File: src/rtl/irq_enc_8_to_3.sv
// Registered 8-to-3 request encoder: pending capture, masked arbitration, VALID/ACK grant.
// Latency: request edge pends at edge N, VALID after edge N+1; grants are >= 3 cycles apart.
// Backpressure: CODE/VALID hold until ACK; optional round-robin under `ifdef ROTATE_PRIO_EN.
module irq_enc_8_to_3 #(
    parameter int EDGE_MODE = 1,
    parameter int HI_FIRST  = 1
) (
    input  logic       clk,
    input  logic       rst_n,
    input  logic [7:0] req,
    input  logic [7:0] mask,
    input  logic       ack,
    input  logic       clr_all,
    output logic       valid,
    output logic [2:0] code,
    output logic [7:0] pend
);

    localparam logic [1:0] IDLE    = 2'd0;
    localparam logic [1:0] PRESENT = 2'd1;
    localparam logic [1:0] GAP     = 2'd2;

    logic [1:0] state;
    logic [7:0] req_d;
    logic [7:0] set_vec;
    logic [7:0] clr_vec;
    logic [7:0] elig;
    logic [7:0] pend_nxt;
    logic [2:0] win;
    logic       accept;

    assign accept   = (state == PRESENT) && ack;
    assign set_vec  = (EDGE_MODE != 0) ? (req & ~req_d) : req;
    assign clr_vec  = accept ? (8'd1 << code) : 8'd0;
    // Set is applied after clear so a same-cycle new request survives the ACK.
    assign pend_nxt = (pend & ~clr_vec) | set_vec;
    assign elig     = pend & ~mask;

`ifdef ROTATE_PRIO_EN
    logic [2:0] last;
    logic [2:0] idx;
    logic       found;

    always_comb begin
        win   = 3'd0;
        idx   = 3'd0;
        found = 1'b0;
        for (int i = 0; i < 8; i++) begin
            idx = last + 3'd1 + 3'(i);
            if (!found && elig[idx]) begin
                win   = idx;
                found = 1'b1;
            end
        end
    end

    always_ff @(posedge clk or negedge rst_n) begin
        if (!rst_n) begin
            last <= 3'b111;
        end else if (clr_all) begin
            last <= 3'b111;
        end else if (accept) begin
            last <= code;
        end
    end
`else
    always_comb begin
        win = 3'd0;
        if (HI_FIRST != 0) begin
            for (int i = 0; i < 8; i++) begin
                if (elig[i]) win = 3'(i);
            end
        end else begin
            for (int i = 7; i >= 0; i--) begin
                if (elig[i]) win = 3'(i);
            end
        end
    end
`endif

    // Edge history keeps tracking through a flush so a held request does not re-fire.
    always_ff @(posedge clk or negedge rst_n) begin
        if (!rst_n) begin
            req_d <= 8'h00;
        end else begin
            req_d <= req;
        end
    end

    always_ff @(posedge clk or negedge rst_n) begin
        if (!rst_n) begin
            pend  <= 8'h00;
            valid <= 1'b0;
            code  <= 3'b000;
            state <= IDLE;
        end else if (clr_all) begin
            pend  <= 8'h00;
            valid <= 1'b0;
            state <= IDLE;
        end else begin
            pend <= pend_nxt;
            case (state)
                IDLE: begin
                    if (|elig) begin
                        code  <= win;
                        valid <= 1'b1;
                        state <= PRESENT;
                    end
                end
                PRESENT: begin
                    if (ack) begin
                        valid <= 1'b0;
                        state <= GAP;
                    end
                end
                GAP:     state <= IDLE;
                default: state <= IDLE;
            endcase
        end
    end

endmodule

File: config.mk
export PLATFORM = sky130hd
export DESIGN_NAME = irq_enc_8_to_3
export DESIGN_NICKNAME = d
export VERILOG_FILES = /design/src/rtl/irq_enc_8_to_3.sv
export SDC_FILE = /design/constraint.sdc
export NUM_CORES = 1
export LEC_CHECK = 0
export ABC_AREA = 1
export BUFFER_PORTS_ARGS = -buffer_cell sky130_fd_sc_hd__buf_4
export CORE_UTILIZATION = 49
export CTS_CLUSTER_SIZE = 12
export DETAILED_ROUTE_END_ITERATION = 8
export GPL_TIMING_DRIVEN = 1
export PLACE_DENSITY_LB_ADDON = 0.2
export RECOVER_POWER = 25
export SLEW_MARGIN = 20
export SYNTH_ARGS = -nofsm -noshare
export SYNTH_HDL_FRONTEND = slang
export SYNTH_SLANG_ARGS = --single-unit
File: constraint.sdc
create_clock -name clk -period 1.3 [get_ports clk]
set_input_delay 0.065 -clock clk [delete_from_list [all_inputs] [get_ports clk]]
set_output_delay 0.065 -clock clk [all_outputs]
set_load 0.05 [all_outputs]
==> results.json <==
{
  "grt_pass1_wl_um": 3390,
  "critPathLaunchType": "flop",
  "htree_levels": 1,
  "clkSlewWorstSetupHoldPaths_ps": 120,
  "tightestPinTransition_ps": 529,
  "nets": 183,
  "ff2ff_setup_slack_ps": 70,
  "synth-xor-area-share_pct": 0,
  "fin_cells": 187,
  "cts_tree": "yes",
  "ys_seq_elements": 22,
  "endpoint_kind": "flop",
  "synth_top_family_by_area": "simple AND/OR/NAND/NOR gates",
  "dp_cells": 173,
  "ir_drop_mv": 1.04,
  "hold_violations": 0,
  "min_period_over_period_pct": 94.9,
  "synth-compound-area-share_pct": 11.6,
  "overflow": 0,
  "cap_violations": 0,
  "via_count": 897,
  "rr_endpoint": "pend[2]$_DFF_PN0_",
  "avgSynthCellArea_um2": 8.48,
  "drt_iter0_markers": 15,
  "antenna_found_initial": 0,
  "synth_area_leaders": "dfrtp_1, nand2_1, inv_1, o31ai_1, a21oi_1",
  "maxSlewViolCount": 0,
  "row_count": 15,
  "synth_top_cell_by_area": "dfrtp_1",
  "leakage_nw": 0.769,
  "viasPerCell": 4.80,
  "path_cells": "nor2_4 > nand2_2 > o31ai_1 > a21oi_1",
  "io_buffers": 31,
  "crit_fanout": 8,
  "grt_setup_unrepaired": "yes",
  "whs_endpoint": "state[1]$_DFFE_PN0P_",
  "fp.dieW_um": 47.2,
  "fillCellCount": 144,
  "place_congestion": 0.798,
  "dpl-instance-area_mm2": 0.00127,
  "setup_viol": 0,
  "worstRegToRegCells": 4,
  "grt_pass1_vias": 848,
  "synth-seq-area-share_pct": 55.0,
  "status": "complete, no violations",
  "post-route-util_pct": 77.3,
  "holdPathStages": 3,
  "dr.pass1.iters": 4,
  "ys_warn_count": 0,
  "rr_startpoint": "state[1]$_DFFE_PN0P_",
  "areaGrowthSynthToFinish_pct": 40.5,
  "synth_common_cells": "nand2_1, inv_1, dfrtp_1",
  "grt_max_degree": 23,
  "tns_ps": 0,
  "muxShareOfSynthArea_pct": 0,
  "crit_slowest_cell": "dfrtp_1",
  "max_slew_margin_pct": 64.7,
  "clock_sinks": 22,
  "synth_edf_count": 0,
  "core_mm2": 0.00182,
  "yosysTopAreaCellShare_pct": 55.0,
  "start_util_pct": 55.0,
  "synthAdderAreaFrac_pct": 0,
  "worstSetupPathType": "flop to flop",
  "cts_inserted_buffers": 3,
  "track_usage_pct": 22.2,
  "die_area_mm2": 0.00223,
  "crit_family": "flip-flops",
  "yosys.area_share.simple_pct": 23.9,
  "remaining_drc_errors": 0,
  "required_ps": 1500,
  "clk_path_buf_depth": 2,
  "synthArstFlopShare_pct": 100,
  "hp-start": "ack",
  "cts_root_buffer": "clkbuf_4",
  "num_antenna_cells": 0,
  "synth_area_mm2": 0.00100,
  "fmax_mhz": 811,
  "finalWirelength_um": 2150,
  "synth.distinct_cells": 17,
  "synth_nets": 138,
  "critPathMaxStageDelay_ps": 450,
  "critical_path_arrival_ps": 1430,
  "powerDensity_mw_per_mm2": 1310,
  "hold_path.class": "input port to flop",
  "ant_nets": 0,
  "die_y_um": 47.2,
  "cts_setup_buffers": 0,
  "syn_inst": 118,
  "crit_buf_inv": 0,
  "fin_ws_ps": 66.7,
  "clock_latency_ps": 310,
  "fin_skew_ps": 3.84,
  "routedWlPerCell_um": 11.5,
  "yosysMostFrequentCell": "nand2_1",
  "min_period_ps": 1230,
  "synth_ff_type": "dfrtp_1",
  "stdcell_area_mm2": 0.00141,
  "drive_above_1_share_pct": 32.7,
  "ios": 32,
  "dp_hpwl_um": 1520,
  "post-place-ws_ps": 74.4
}
-- registers in the layout, summed over array words and instances, names as in the netlist --
| name | flops |
|---|---|
| pend | 8 |
| code | 3 |
| valid | 1 |
| state | 2 |
| req_d | 8 |
-- repair_timing --
action,in CTS,in global routing
gates resized for setup,0,1
endpoints found under the setup margin,0,1
hold buffers,10,0
hold endpoints to repair,37,0
-- cells by family (layout without fill, tap and decap cells) --
family / count (synthesis) / after routing
AOI/OAI and AO/OA: 19 / 19
buffers and inverters: 25 / 69
and+or+nand+nor: 52 / 52
DFF: 22 / 22
-- placed cells by master (no fill, tap or decap), types with 2 or more instances in the layout --
cell type and count:
a21oi_1 8, buf_4 30, clkbuf_4 3, dfrtp_1 16, dfrtp_2 6, dlygate4sd3_1 10, inv_1 23, nand2_1 37
nand2_2 5, nand3_1 2, nor2_1 2, nor2_2 2, o21ai_1 2, o31ai_1 7
-- power by group --
part	total, W	internal (W)	switching [W]
sequential	0.000842	0.000760	0.0000821
combinational	0.000614	0.000203	0.000411
clock	0.000384	0.000171	0.000213
-- routing by layer --
layer / track usage, % / up-vias / routed length [um]
li1: - / 451 / -
met1: 28.5 / 417 / 968
met2: 36.4 / 25 / 1080
met3: 3.85 / 4 / 77
met4: 10.3 / 0 / 28
met5: 0 / - / 0
-- how the worst max path moves through the flow --
stage | startpoint | to | slack (ps) | cells after the start
2_1_floorplan | code[2]$_DFFE_PN0P_ | pend[4]$_DFF_PN0_ | 8 | 3
3_3_place_gp | pend[5]$_DFF_PN0_ | code[0]$_DFFE_PN0P_ | 170 | 8
3_5_place_dp | state[1]$_DFFE_PN0P_ | pend[2]$_DFF_PN0_ | 70 | 4
4_1_cts | state[1]$_DFFE_PN0P_ | pend[2]$_DFF_PN0_ | 60 | 4
5_1_grt | state[0]$_DFFE_PN0P_ | pend[1]$_DFF_PN0_ | -2 | 5
6_report | state[1]$_DFFE_PN0P_ | pend[2]$_DFF_PN0_ | 70 | 4
-- final cells by class --
type / instances / area [um^2] / share of cell area (%)
Sequential cell: 22 / 558 / 39.7
Timing Repair Buffer: 41 / 330 / 23.5
Clock buffer: 4 / 36.3 / 2.58
Multi-Input combinational cell: 71 / 360 / 25.6
Inverter: 24 / 90.1 / 6.41
Tap cell: 25 / 31.3 / 2.22
-- stage by stage --
stage,hold slack (ps),total power (W)
final,17.5,0.00184
after global routing,13.5,0.00193
after CTS,12.5,0.00184
after detailed placement,-30.9,0.00144
after global placement,-34.4,0.00142
after floorplan,-231,0.00122
-- worst min-delay path: cells and delay by family --
kind          cells  cell delay, ps
buf+inv           2             160
simple gates      1              80
No activity file was read; power rests on OpenSTA's default activity.
